--- src/rtl/mem_ctrl_pkg.sv ---
// Shared encodings for the mem_ctrl slice: request lengths, FSM states,
// requester identity and the byte-count decode used at grant time.
package mem_ctrl_pkg;

    localparam logic [1:0] LEN_BYTE = 2'd0;
    localparam logic [1:0] LEN_HALF = 2'd1;
    localparam logic [1:0] LEN_WORD = 2'd2;   // 2'd3 is also treated as a word

    localparam logic [2:0] FETCH_BYTES = 3'd4;

    typedef enum logic [1:0] {
        ST_IDLE  = 2'd0,
        ST_READ  = 2'd1,
        ST_WRITE = 2'd2,
        ST_DONE  = 2'd3
    } state_t;

    typedef enum logic {
        OWN_IF  = 1'b0,
        OWN_MEM = 1'b1
    } owner_t;

    function automatic logic [2:0] len_bytes(input logic [1:0] len);
        case (len)
            LEN_BYTE: return 3'd1;
            LEN_HALF: return 3'd2;
            default:  return 3'd4;
        endcase
    endfunction

endpackage

--- src/rtl/mem_ctrl_arb.sv ---
// Grant logic for the shared RAM port. Conflicts go to MEM unless the
// build defines ARB_RR_EN, in which case the requester not granted last wins.
module mem_ctrl_arb
    import mem_ctrl_pkg::*;
(
    input  logic   clk,
    input  logic   rst,
    input  logic   sample,
    input  logic   if_req,
    input  logic   mem_req,
    output logic   grant,
    output owner_t grant_owner
);

`ifdef ARB_RR_EN
    localparam logic RR_EN = 1'b1;
`else
    localparam logic RR_EN = 1'b0;
`endif

    // Set once MEM has been granted, so the next conflict may go to IF.
    logic favour_if;

    // Combinational grant decision, only while the controller is idle.
    always_comb begin
        grant       = 1'b0;
        grant_owner = OWN_MEM;
        if (sample) begin
            if (if_req && mem_req) begin
                grant       = 1'b1;
                grant_owner = (RR_EN && favour_if) ? OWN_IF : OWN_MEM;
            end else if (mem_req) begin
                grant       = 1'b1;
                grant_owner = OWN_MEM;
            end else if (if_req) begin
                grant       = 1'b1;
                grant_owner = OWN_IF;
            end
        end
    end

    // Remember who was granted last; reset favours MEM.
    always_ff @(posedge clk) begin
        if (!rst) begin
            favour_if <= 1'b0;
        end else if (grant) begin
            favour_if <= (grant_owner == OWN_MEM);
        end
    end

endmodule

--- src/rtl/mem_ctrl.sv ---
// Byte-serial memory controller sharing one 8-bit RAM port between an
// instruction fetch requester and a load/store requester.
// Optional round-robin arbitration: define ARB_RR_EN.
//
//   state    | meaning
//   ---------+------------------------------------------------------------
//   ST_IDLE  | sample requests, latch the granted transaction
//   ST_READ  | issue read bytes, capture ram_din one cycle later
//   ST_WRITE | issue write bytes with ram_wr=1
//   ST_DONE  | one-cycle ack to the owner, then back to idle
module mem_ctrl
    import mem_ctrl_pkg::*;
#(
    parameter int ADDR_W = 32
) (
    input  logic              clk,
    input  logic              rst,
    input  logic              if_req,
    input  logic [ADDR_W-1:0] if_addr,
    input  logic              if_flush,
    output logic              if_ack,
    output logic [31:0]       if_data,
    input  logic              mem_req,
    input  logic              mem_we,
    input  logic [1:0]        mem_len,
    input  logic [ADDR_W-1:0] mem_addr,
    input  logic [31:0]       mem_wdata,
    output logic              mem_ack,
    output logic [31:0]       mem_rdata,
    output logic [ADDR_W-1:0] ram_addr,
    output logic [7:0]        ram_dout,
    output logic              ram_wr,
    input  logic [7:0]        ram_din
);

    localparam logic [ADDR_W-1:0] ADDR_ONE = ADDR_W'(1);

    state_t            state_q, state_d;
    owner_t            owner_q, grant_owner;
    logic              grant;
    logic              issue;
    logic              cap_q;
    logic              fetch_abort;
    logic [ADDR_W-1:0] addr_q;
    logic [2:0]        left_q;     // bytes still to issue
    logic [1:0]        pos_q;      // next byte lane to capture
    logic [31:0]       wdata_q;
    logic [31:0]       asm_q, asm_d;

    assign fetch_abort = (owner_q == OWN_IF) && if_flush;

    mem_ctrl_arb u_arb (
        .clk         (clk),
        .rst         (rst),
        .sample      (state_q == ST_IDLE),
        .if_req      (if_req && !if_flush),
        .mem_req     (mem_req),
        .grant       (grant),
        .grant_owner (grant_owner)
    );

    // Merge the byte returned this cycle into the little-endian word.
    always_comb begin
        asm_d = asm_q;
        if (cap_q) begin
            asm_d[{pos_q, 3'b000} +: 8] = ram_din;
        end
    end

    // Next-state and RAM/ack drive; the port idles at zero.
    always_comb begin
        state_d  = state_q;
        issue    = 1'b0;
        ram_addr = '0;
        ram_dout = 8'h00;
        ram_wr   = 1'b0;
        if_ack   = 1'b0;
        mem_ack  = 1'b0;
        case (state_q)
            ST_IDLE: begin
                if (grant) begin
                    state_d = (grant_owner == OWN_MEM && mem_we) ? ST_WRITE : ST_READ;
                end
            end
            ST_READ: begin
                if (fetch_abort) begin
                    state_d = ST_IDLE;
                end else if (left_q != 3'd0) begin
                    issue    = 1'b1;
                    ram_addr = addr_q;
                end else begin
                    state_d = ST_DONE;
                end
            end
            ST_WRITE: begin
                issue    = 1'b1;
                ram_addr = addr_q;
                ram_wr   = 1'b1;
                ram_dout = wdata_q[7:0];
                if (left_q == 3'd1) begin
                    state_d = ST_DONE;
                end
            end
            ST_DONE: begin
                state_d = ST_IDLE;
                if (owner_q == OWN_IF) begin
                    if_ack = !if_flush;
                end else begin
                    mem_ack = 1'b1;
                end
            end
            default: state_d = ST_IDLE;
        endcase
    end

    // Transaction registers: latch at grant, step per byte, publish read data.
    always_ff @(posedge clk) begin
        if (!rst) begin
            state_q   <= ST_IDLE;
            owner_q   <= OWN_IF;
            cap_q     <= 1'b0;
            addr_q    <= '0;
            left_q    <= 3'd0;
            pos_q     <= 2'd0;
            wdata_q   <= 32'h0;
            asm_q     <= 32'h0;
            if_data   <= 32'h0;
            mem_rdata <= 32'h0;
        end else begin
            state_q <= state_d;
            cap_q   <= issue && (state_q == ST_READ);
            case (state_q)
                ST_IDLE: begin
                    if (grant) begin
                        owner_q <= grant_owner;
                        asm_q   <= 32'h0;
                        pos_q   <= 2'd0;
                        wdata_q <= mem_wdata;
                        if (grant_owner == OWN_MEM) begin
                            addr_q <= mem_addr;
                            left_q <= len_bytes(mem_len);
                        end else begin
                            addr_q <= if_addr;
                            left_q <= FETCH_BYTES;
                        end
                    end
                end
                ST_READ, ST_WRITE: begin
                    if (issue) begin
                        addr_q  <= addr_q + ADDR_ONE;
                        left_q  <= left_q - 3'd1;
                        wdata_q <= {8'h00, wdata_q[31:8]};
                    end
                    if (cap_q) begin
                        asm_q <= asm_d;
                        pos_q <= pos_q + 2'd1;
                    end
                    if (state_q == ST_READ && state_d == ST_DONE) begin
                        if (owner_q == OWN_IF) begin
                            if_data <= asm_d;
                        end else begin
                            mem_rdata <= asm_d;
                        end
                    end
                end
                default: ;
            endcase
        end
    end

endmodule

--- config.mk ---
export PLATFORM = sky130hd
export DESIGN_NAME = mem_ctrl
export DESIGN_NICKNAME = d
export VERILOG_FILES = /design/src/rtl/mem_ctrl_pkg.sv /design/src/rtl/mem_ctrl_arb.sv /design/src/rtl/mem_ctrl.sv
export SDC_FILE = /design/constraint.sdc
export NUM_CORES = 1
export LEC_CHECK = 0
export CAP_MARGIN = 20
export CORE_MARGIN = 8
export CORE_UTILIZATION = 45
export CTS_CLUSTER_DIAMETER = 60
export DETAILED_ROUTE_END_ITERATION = 6
export HOLD_SLACK_MARGIN = 0.03
export PLACE_DENSITY = 0.7
export SYNTH_ARGS = -nofsm -noshare
export SYNTH_HDL_FRONTEND = slang
export SYNTH_SLANG_ARGS = --single-unit
--- constraint.sdc ---
create_clock -name clk -period 2.7 [get_ports clk]
set_input_delay 0.54 -clock clk [delete_from_list [all_inputs] [get_ports clk]]
set_output_delay 0.54 -clock clk [all_outputs]
set_load 0.005 [all_outputs]
==> results.md, run 1 <==
* Met1 layer usage reported by global route at 27.73%
* Post-synthesis sequential area ratio at 38.89%
* Number of enable flip-flop cells after synthesis at 0
* Setup-failing EPs final at 0
* Max rail drop VDD at 960.7 uV
* Synth-to-Final Area Change at 39.72%
* NumNets Final at 1360
* Place WS at -0.2291 ns
* FF-to-FF path depth at 13
* Vias in the first global route at 7972
* Cell internal pwr at 6.686 mW
* Die height at 155.0 um
* Cell taking the most area after synthesis: dfxtp_1
* Global Route Usage Sum at 22.20%
* Final Util at 63.29%
* Setup TNS at 0 ns
* Avg Vias per Cell at 5.551
* Ratio of cells with drive above 1 in the final layout at 15.14%
* Clock share of power at 22.4%
* Avg Inst Size Synth at 8.504 um^2
* Synth Flop Type: dfxtp_1
* Row count at 51
* CTS tree: yes
* Final hold viol count at 0
* Worst slew pin tran at 0.7926 ns
* Most common cell in the netlist: nand2_1
* Tcrit/Tclk final at 99.86%
* Maximum fanout along the worst path at 8
* Clk_lat worst skew at 0.43 ns
* Hold path depth at 2
* Pleak at 4.941 nW
* Die X at 155.0 um
* Max-slew violations at 0
* Final clock skew at 0.01303 ns
* Cell Pwr Density at 949.2 nW/um^2
* Post-route minimum period at 2.696 ns
* Core ar. at 19210 um^2
* Starting Density at 45.29%
* Global route total overflow at 0
* Vias post-DR at 8399
* CP endpoint kind: primary output
* RePlAce Congestion at 0.8452
* Sequential Power Share at 28.9%
* Syn Inst Count at 1023
* Required @ worst endpoint at 2.16 ns
* Post-DP HPWL at 18.96 mm
* WP data arrival at 2.16 ns
* Initial antenna violation count at 0
* GRT met2 Usage at 37.09%
* Post-route ant nets at 0
* Ant diodes at 0
* Post-synth ARST share at 0%
* Post-synthesis register bit count at 169
* Top-area cell type share of the netlist area at 38.89%
* PnR worst setup slack at 0.003856 ns
* DR WL/cell at 18.19 um
* Worst hold path type: reg -> reg
* Switching share of power at 42.05%
* Outcome: complete, no violations
* WL final at 27.52 mm
* Setup CP Type: reg -> out
* Hold slack at 0.4546 ns
* Pre-antenna DRT Iters at 5
* Achievable Freq at 370.9 MHz
* Synth Warn # at 0
* Most used routing layer: met2
* # DRC at 0
* Initial DRC Count at 595
* Htree depth at 4
* Area of the die at 24040 um^2
* Final instance area at 12160 um^2
* DP Area at 11250 um^2
* Net switching power at 4.851 mW
* Clk pin slew, worst setup/hold paths at 0.07 ns
* CP startpoint kind: flip-flop
* Relative slew slack at 47.10%
* Clock Sinks at 169
* First-pass GRT wire length at 43.46 mm
* CTS Buffer Depth at 2
* Root Buffer: clkbuf_16
* RSZ-0062 raised after global routing: yes
* Synth Cell Area at 8700 um^2
* Port Buffers at 218
* Most frequent cells after synthesis: nand2_1, dfxtp_1, mux2i_1
* Logic pwr share at 48.7%
* Maxcap violations at 0
* Grt met3 use at 5.187%
* Main area contributors after synthesis: dfxtp_1, mux2i_1, nand2_1, nor2_1, a22o_1
* Yosys cell types at 71
* TritonCTS buffer count at 17
* Syn nets at 1148
* Largest net degree at the start of global routing at 78
* Io pins at 219
## cells by family (layout without fill, tap and decap cells)
kind of cell | count (synthesis) | after routing | synth area share (%)
flops | 169 | 169 | 38.89
mux | 96 | 96 | 11.06
compound gates | 229 | 229 | 19.37
buf+inv | 92 | 317 | 5.465
fa+ha+maj | 13 | 13 | 1.870
simple gates | 424 | 424 | 23.34
## worst max-delay path, stage by stage, from the launching register on
cell and delay, ns:
dfxtp_2 0.35, inv_4 0.05, ha_4 0.29, inv_4 0.04, o41ai_4 0.30, buf_4 0.18
buf_6 0.12, clkbuf_16 0.15, and2_1 0.11, buf_2 0.12
## layer usage
layer	vias up	wire length, um
li1	4099	-
met1	3940	12000
met2	319	13050
met3	41	1937
met4	0	530
met5	-	0
## cells in the final DEF (no fill, tap or decap), types with 17 or more instances in the layout
| cell type | instances |
|---|---|
| mux2i_1 | 95 |
| a22oi_1 | 33 |
| a211oi_1 | 29 |
| nand2_1 | 183 |
| a21oi_1 | 52 |
| dfxtp_1 | 165 |
| nor2_1 | 89 |
| and2_1 | 17 |
| a22o_1 | 32 |
| nor3_1 | 23 |
| nand3_1 | 31 |
| and2_4 | 27 |
| buf_6 | 28 |
| clkdlybuf4s50_1 | 185 |
| clkbuf_16 | 18 |
| o21ai_0 | 17 |
| buf_4 | 42 |
## repair_timing
action	CTS	global route
pin swaps	1	3
gates cloned	2	1
resized for setup	126	70
endpoints found under the setup margin	32	30
setup buffers	7	1
hold buffers	0	0
## path summary, 6_finish.rpt
check	startpoint	end	slack, ns
worst max-delay path	state_q[1]$_SDFF_PN0_	ram_addr[27]	0.004
worst min-delay path	wdata_q[26]$_SDFFE_PN0P_	wdata_q[26]$_SDFFE_PN0P_	0.45
worst max register to register	state_q[1]$_SDFF_PN0_	addr_q[28]$_SDFFE_PN0P_	0.19
worst min register to register	wdata_q[26]$_SDFFE_PN0P_	wdata_q[26]$_SDFFE_PN0P_	0.45
## final cells by class
cell class | count | area [um^2]
clock buffers | 17 | 425.4
clock inverters | 15 | 202.7
fillers | 1658 | 7052
inverters | 12 | 50.05
multi-input cells | 762 | 4962
flip-flops and latches | 169 | 3388
well taps | 265 | 331.6
repair buffers | 273 | 2795
## per-stage QoR
stage / instances / total power, mW
final: 1513 / 11.54
after global routing: 1513 / 12.25
after CTS: 1511 / 11.37
after detailed placement: 1470 / 8.575
after global placement: 1470 / 8.523
after floorplan: 1023 / 6.999
## power by group through the flow
stage / combinational [mW] / clock (mW) / sequential, mW
after CTS: 5.45 / 2.63 / 3.30
final: 5.62 / 2.58 / 3.33
after global placement: 5.17 / 0 / 3.36
after floorplan: 3.79 / 0 / 3.21
after detailed placement: 5.23 / 0 / 3.35
after global routing: 6.14 / 2.73 / 3.38
## registers in the layout, indices dropped and copies added, names as in the netlist, 2 cells and up
| register | flops |
|---|---|
| mem_rdata | 32 |
| state_q | 2 |
| pos_q | 2 |
| wdata_q | 32 |
| asm_q | 32 |
| if_data | 32 |
| addr_q | 32 |
| left_q | 3 |
(Power assumes the default switching activity.)
==> run 2: changes to the inputs <==
--- a/config.mk
+++ b/config.mk
@@ -6,12 +6,14 @@
 export NUM_CORES = 1
 export LEC_CHECK = 0
 export CAP_MARGIN = 20
+export CORE_ASPECT_RATIO = 1.75
 export CORE_MARGIN = 8
 export CORE_UTILIZATION = 45
 export CTS_CLUSTER_DIAMETER = 60
 export DETAILED_ROUTE_END_ITERATION = 6
 export HOLD_SLACK_MARGIN = 0.03
 export PLACE_DENSITY = 0.7
+export RECOVER_POWER = 100
 export SYNTH_ARGS = -nofsm -noshare
 export SYNTH_HDL_FRONTEND = slang
 export SYNTH_SLANG_ARGS = --single-unit
==> run 2 against run 1 <==
Largest power group unchanged. Critical endpoint is now ram_addr[23]. Die area rose by 0.73%. Combinational power rose by 2%. Utilization rose by 0.22 points. Sequential cell count unchanged.
==> results.md, run 2 (synthesis results as in run 1) <==
* Global Route Usage Sum at 23.38% (+1.2 points)
* First-pass GRT wire length at 44.99 mm (+3.5%)
* DR WL/cell at 19.15 um (+5.3%)
* Htree depth at 4 (unchanged)
* CP startpoint kind: flip-flop
* Worst slew pin tran at 0.7651 ns (-0.02750 ns)
* Required @ worst endpoint at 2.16 ns (about the same)
* Ratio of cells with drive above 1 in the final layout at 14.56% (-0.58 points)
* Post-route minimum period at 2.677 ns (-0.01956 ns)
* Fillers at 1661 (+0.18%)
* FF-to-FF path depth at 9 (-4)
* Setup TNS at 0 ns (unchanged)
* TritonCTS buffer count at 17 (unchanged)
* Clock share of power at 22.5% (about the same)
* Hold slack at 0.4546 ns (+0.00003100 ns)
* Setup-failing EPs final at 0 (unchanged)
* Root Buffer: clkbuf_16
* Setup CP Type: reg -> out
* Post-DP HPWL at 20.25 mm (+6.8%)
* RSZ-0062 raised after global routing: yes
* Logic pwr share at 49.0% (+0.3 points)
* WL final at 28.55 mm (+3.7%)
* Die X at 121.1 um (-22%)
* WP data arrival at 2.14 ns (-0.02 ns)
* Max-slew violations at 0 (unchanged)
* Final hold viol count at 0 (unchanged)
* Vias post-DR at 8361 (-0.45%)
* Buffers & Inverters on Critical Path at 6 (unchanged)
* Achievable Freq at 373.6 MHz (+0.73%)
* Maximum fanout along the worst path at 8 (unchanged)
* Port Buffers at 218 (unchanged)
* Die height at 199.9 um (+29%)
* Pre-antenna DRT Iters at 5 (unchanged)
* Row count at 67 (+31%)
* Worst reg2reg path endpoint: mem_rdata[13]$_SDFFE_PN0P_
* CTS Buffer Depth at 2 (unchanged)
* Reg-to-Reg Start: state_q[1]$_SDFF_PN0_
* Clk_lat worst skew at 0.44 ns (about the same)
* RePlAce Congestion at 0.8842 (+4.6%)
* Final clock skew at 0.008884 ns (-0.004149 ns)
* Cts hold-fix bufs at 0 (unchanged)
* Hold Crit Start: mem_rdata[17]$_SDFFE_PN0P_
* Net switching power at 4.832 mW (-0.39%)
* Clk pin slew, worst setup/hold paths at 0.06 ns (about the same)
* Clock Sinks at 169 (unchanged)
* Place WS at -0.2091 ns (+0.02000 ns)
* Cell internal pwr at 6.845 mW (+2.4%)
* Worst hold path type: reg -> reg
* NumNets Final at 1363 (+0.22%)
* Commonest non-fill, non-tap cell in the layout: nand2_1
* Core ar. at 19030 um^2 (-0.93%)
* Worst path slowest cell: dfxtp_2
* Largest net degree at the start of global routing at 71 (-9.0%)
* Relative slew slack at 48.94% (+1.8 points)
* PnR worst setup slack at 0.02342 ns (+0.01956 ns)
* Initial antenna violation count at 0 (unchanged)
* Outcome: complete, no violations
* Synth-to-Final Area Change at 38.90%
* Cell Pwr Density at 966.3 nW/um^2 (+1.8%)
* Avg Vias per Cell at 5.608 (+1.0%)
* Hold path depth at 2 (unchanged)
* Most frequent cells in the layout: nand2_1, dfxtp_1, clkdlybuf4s50_1
* Initial DRC Count at 519 (-13%)
* CP most frequent cell: buf_6
* Critical path, cell by cell: inv_4, ha_4, inv_6, o41ai_4, buf_6, buf_6, buf_12, and2_4, buf_6
* Starting Density at 45.72% (+0.42 points)
* Post-route ant nets at 0 (unchanged)
* Ant diodes at 0 (unchanged)
* CP endpoint kind: primary output
* Worst Hold Endpoint: mem_rdata[17]$_SDFFE_PN0P_
* Vias in the first global route at 8462 (+6.1%)
* Maxcap violations at 0 (unchanged)
* Area of the die at 24210 um^2 (+0.73%)
* CTS tree: yes
* Global route total overflow at 0 (unchanged)
* Max rail drop VDD at 675.4 uV (-30%)
* FF-to-FF setup slack at 0.15 ns (-0.04 ns)
* Io pins at 219 (unchanged)
* Largest stage delay on the critical path at 0.35 ns (about the same)
* CP top delay family: buffers and inverters
* Switching share of power at 41.38% (-0.67 points)
* # DRC at 0 (unchanged)
* Sequential Power Share at 28.5% (-0.4 points)
* Pleak at 5.137 nW (+4.0%)
* Tcrit/Tclk final at 99.13% (-0.72 points)
-- run 2: area by class of cell --
class                      count  area [um^2]  share of cell area [%]
multi-input combinational    762         4935                   40.84
inverter                      12        52.55                  0.4349
timing repair buffer         276         2785                   23.05
tap                          241        301.5                   2.495
sequential                   169         3387                   28.03
clock buffer                  18        429.2                   3.551
clock inverter                13        193.9                   1.605
-- run 2: per-layer routing --
metal | share of wire (%) | vias to the layer above | routed length, um | GRT usage [%]
li1 | - | 4089 | - | -
met1 | 38 | 3912 | 10740 | 24.00
met2 | 52 | 289 | 14990 | 42.48
met3 | 5.5 | 71 | 1577 | 5.520
met4 | 4.4 | 0 | 1245 | 13.26
met5 | 0 | - | 0 | 0
-- run 2: power groups by stage --
stage | clock, mW | combinational, mW | sequential (mW)
after floorplan | 0 | 3.79 | 3.21
after global placement | 0 | 5.25 | 3.35
after detailed placement | 0 | 5.33 | 3.36
after CTS | 2.66 | 5.66 | 3.31
after global routing | 2.76 | 6.21 | 3.38
final | 2.63 | 5.72 | 3.33
-- run 2: worst max-delay path by stage --
stage	from	end	slack, ns	depth (start not counted)
after detailed placement	if_flush	ram_addr[11]	-0.21	6
after global placement	if_flush	ram_addr[22]	-0.19	6
final	state_q[1]$_SDFF_PN0_	ram_addr[23]	0.02	9
after CTS	state_q[1]$_SDFF_PN0_	ram_addr[23]	-0.07	9
after floorplan	state_q[0]$_SDFF_PN0_	ram_addr[29]	0.46	8
after global routing	state_q[1]$_SDFF_PN0_	ram_addr[28]	-0.06	9
-- run 2: timing repair --
| action | CTS | global route |
|---|---|---|
| resized for setup | 152 | 50 |
| cloned | 3 | 0 |
| setup endpoints to repair | 30 | 30 |
| pin swaps | 3 | 2 |
| setup buffers | 10 | 1 |
-- run 2: per-stage QoR --
stage	cell area [um^2]	util [%]	power, mW	cells
after floorplan	8700	-	6.999	1023
after global placement	11240	59.06	8.605	1448
after detailed placement	11240	59.06	8.685	1448
after CTS	11970	62.90	11.64	1491
after global routing	12080	63.50	12.35	1491
final	12080	63.50	11.68	1491
-- run 2: tightest hold or removal path: stages, from the launching register on --
cell	delay, ns
dfxtp_1	0.30
nand2_1	0.05
mux2i_1	0.05
==> run 3: changes to the inputs <==
--- a/config.mk
+++ b/config.mk
@@ -12,7 +12,7 @@
 export CTS_CLUSTER_DIAMETER = 60
 export DETAILED_ROUTE_END_ITERATION = 6
 export HOLD_SLACK_MARGIN = 0.03
-export PLACE_DENSITY = 0.7
+export PLACE_DENSITY = 0.83
 export RECOVER_POWER = 100
 export SYNTH_ARGS = -nofsm -noshare
 export SYNTH_HDL_FRONTEND = slang
==> run 3 against run 2 <==
The run now ends with setup timing left. Sequential share of layout area up 0.40 points. Wire length up 1.1%. Design area down 1.4%. Non-clock buffer count unchanged. Critical endpoint is now ram_addr[26]. Largest cell class unchanged. Highest routed layer unchanged.
==> results.md, run 3 (synthesis results as in run 1) <==
* Post-layout power at 11.18 mW (-4.3%)
* CP startpoint kind: flip-flop
* Final clock skew at 0.01684 ns (+0.007953 ns)
* Htree depth at 4 (unchanged)
* CP most frequent cell: buf_6
* Clk pin slew, worst setup/hold paths at 0.07 ns (about the same)
* Largest stage delay on the critical path at 0.36 ns (about the same)
* # DRC at 0 (unchanged)
* Hold path depth at 3 (+1)
* Final hold viol count at 0 (unchanged)
* RSZ-0062 raised after global routing: yes
* Outcome: complete, but fails checks
* Pre-antenna DRT Iters at 5 (unchanged)
* Setup-failing EPs final at 16 (+16)
* NumNets Final at 1363 (unchanged)
* Core ar. at 19030 um^2 (unchanged)
* CTS Buffer Depth at 2 (unchanged)
* Worst path slowest cell: o41ai_4
* Io pins at 219 (unchanged)
* Global Route Usage Sum at 23.32% (-0.060 points)
* Starting Density at 45.72% (unchanged)
* DP Area at 11230 um^2 (about the same)
* RePlAce Congestion at 0.8936 (+1.1%)
* Most frequent cells in the layout: nand2_1, dfxtp_1, clkdlybuf4s50_1
* Met1 wire length at 10.23 mm (-4.8%)
* Placed instance count at 1447 (-0.069%)
* Worst Hold Endpoint: addr_q[14]$_SDFFE_PN0P_
* Achievable Freq at 364.7 MHz (-2.4%)
* Setup CP Type: reg -> out
* Fillers at 1588 (-4.4%)
* Relative slew slack at 40.97% (-8.0 points)
* Pleak at 5.121 nW (-0.31%)
* Reg-to-Reg Start: state_q[1]$_SDFF_PN0_
* Initial antenna violation count at 0 (unchanged)
* Max-slew violations at 0 (unchanged)
* Initial DRC Count at 681 (+31%)
* Vias post-DR at 8562 (+2.4%)
* Final Util at 62.64% (-0.86 points)
* Maximum fanout along the worst path at 8 (unchanged)
* Hold Crit Start: rst
* Root Buffer: clkbuf_16
* Clk_lat worst skew at 0.43 ns (about the same)
* Vias in the first global route at 8550 (+1.0%)
* FF-to-FF setup slack at -0.01 ns (-0.16 ns)
* Metal3 WL at 1.825 mm (+16%)
* Avg Vias per Cell at 5.739 (+2.3%)
* Worst hold path type: in -> reg
* WP data arrival at 2.20 ns (+0.06 ns)
* Multi-input gate area at 4928 um^2 (-0.13%)
* FF-to-FF path depth at 9 (unchanged)
* Failing checks: setup timing
* Worst slew pin tran at 0.8855 ns (+0.1204 ns)
* Global route total overflow at 0 (unchanged)
* WL final at 28.86 mm (+1.1%)
* Tcrit/Tclk final at 101.6% (+2.4 points)
* DR WL/cell at 19.34 um (+1.0%)
* Required @ worst endpoint at 2.16 ns (about the same)
* Largest net degree at the start of global routing at 78 (+9.9%)
* Final instance area at 11920 um^2 (-1.4%)
* Highest routed layer: met4
* Worst reg2reg path endpoint: left_q[0]$_SDFFE_PN0P_
* Met2 wire len at 15.38 mm (+2.6%)
* Critical path, cell by cell: inv_2, ha_4, nor2b_4, o41ai_4, buf_6, buf_12, buf_8, buf_16, and2_4, buf_6
* Port Buffers at 218 (unchanged)
* Maxcap violations at 0 (unchanged)
* Non-Filler Instances at 1492 (+0.067%)
* Die height at 199.9 um (unchanged)
* Clock Sinks at 169 (unchanged)
* Synth-to-Final Area Change at 37.02%
* Area of the die at 24210 um^2 (unchanged)
* First-pass GRT wire length at 45.05 mm (+0.14%)
* Sequential Area at 3388 um^2 (about the same)
* TritonCTS buffer count at 17 (unchanged)
* PnR worst setup slack at -0.04191 ns (-0.06532 ns)
* Row count at 67 (unchanged)
* Ratio of cells with drive above 1 in the final layout at 14.24% (-0.32 points)
* Post-route minimum period at 2.742 ns (+0.06532 ns)
* CP endpoint kind: primary output
* Max rail drop VDD at 798.6 uV (+18%)
* Commonest non-fill, non-tap cell in the layout: nand2_1
* CTS tree: yes
* Post-route ant nets at 0 (unchanged)
* Place WS at -0.2082 ns (+0.0008610 ns)
* Cell Pwr Density at 937.9 nW/um^2 (-2.9%)
* Post-DP HPWL at 20.31 mm (+0.32%)
* Die X at 121.1 um (unchanged)
-- run 3: cell count changes in the layout (fill, tap and decap cells not counted), sizes merged, moves of 2 or more --
| cell | delta |
|---|---|
| dlygate4sd3 | +9 |
| dlygate4sd2 | -2 |
| clkdlybuf4s50 | -9 |
| clkinv | +4 |
| buf | -4 |
| clkdlybuf4s15 | +3 |
| clkbuf | +3 |
| bufinv | -4 |
-- run 3: layout make-up --
cell class,count,area share (%)
antenna,1,0.02099
clock buffer,19,3.800
clock inverter,12,0.7767
inverter,12,0.3989
multi-input combinational,762,41.35
sequential,169,28.42
tap,241,2.530
timing repair buffer,276,22.70
-- run 3: worst max-delay path by stage --
stage	cells past startpoint	slack [ns]	from	end
2_1_floorplan	8	0.46	state_q[0]$_SDFF_PN0_	ram_addr[29]
3_3_place_gp	6	-0.16	if_flush	ram_addr[11]
3_5_place_dp	6	-0.21	if_flush	ram_addr[14]
4_1_cts	9	-0.04	state_q[1]$_SDFF_PN0_	ram_addr[28]
5_1_grt	10	-0.09	left_q[1]$_SDFFE_PN0P_	ram_addr[26]
6_report	10	-0.04	left_q[1]$_SDFFE_PN0P_	ram_addr[26]
-- run 3: metrics by stage --
stage	hold WS (ns)	TNS, ns
3_3_place_gp	0.4390	-4.667
4_1_cts	0.4263	-0.6549
2_1_floorplan	0.4316	0
5_1_grt	0.4360	-1.580
6_report	0.4482	-0.3705
3_5_place_dp	0.4442	-5.336
-- run 3: what timing repair did --
item,4_1_cts,5_1_grt
setup endpoints to repair,32,32
resized for setup,147,35
hold buffers,0,0
gates cloned,3,0
pin swaps,5,2
buffers inserted,8,4
-- run 3: worst max-delay path, delay by kind of cell, from the launching register on --
family / cells / cell delay (ns)
compound gates: 1 / 0.36
simple gates: 2 / 0.28
flops: 1 / 0.34
buf+inv: 6 / 0.64
fa+ha+maj: 1 / 0.16
-- run 3: power breakdown --
| group | switching, mW | internal [mW] |
|---|---|---|
| Sequential | 0.393 | 2.92 |
| Combinational | 3.32 | 2.25 |
| Clock | 1.06 | 1.23 |
| Total | 4.77 | 6.41 |
-- run 3: layer usage --
metal | track usage [%] | vias to the layer above
li1 | - | 4106
met1 | 23.51 | 4014
met2 | 43.09 | 353
met3 | 4.872 | 89
met4 | 13.77 | 0
met5 | 0 | -
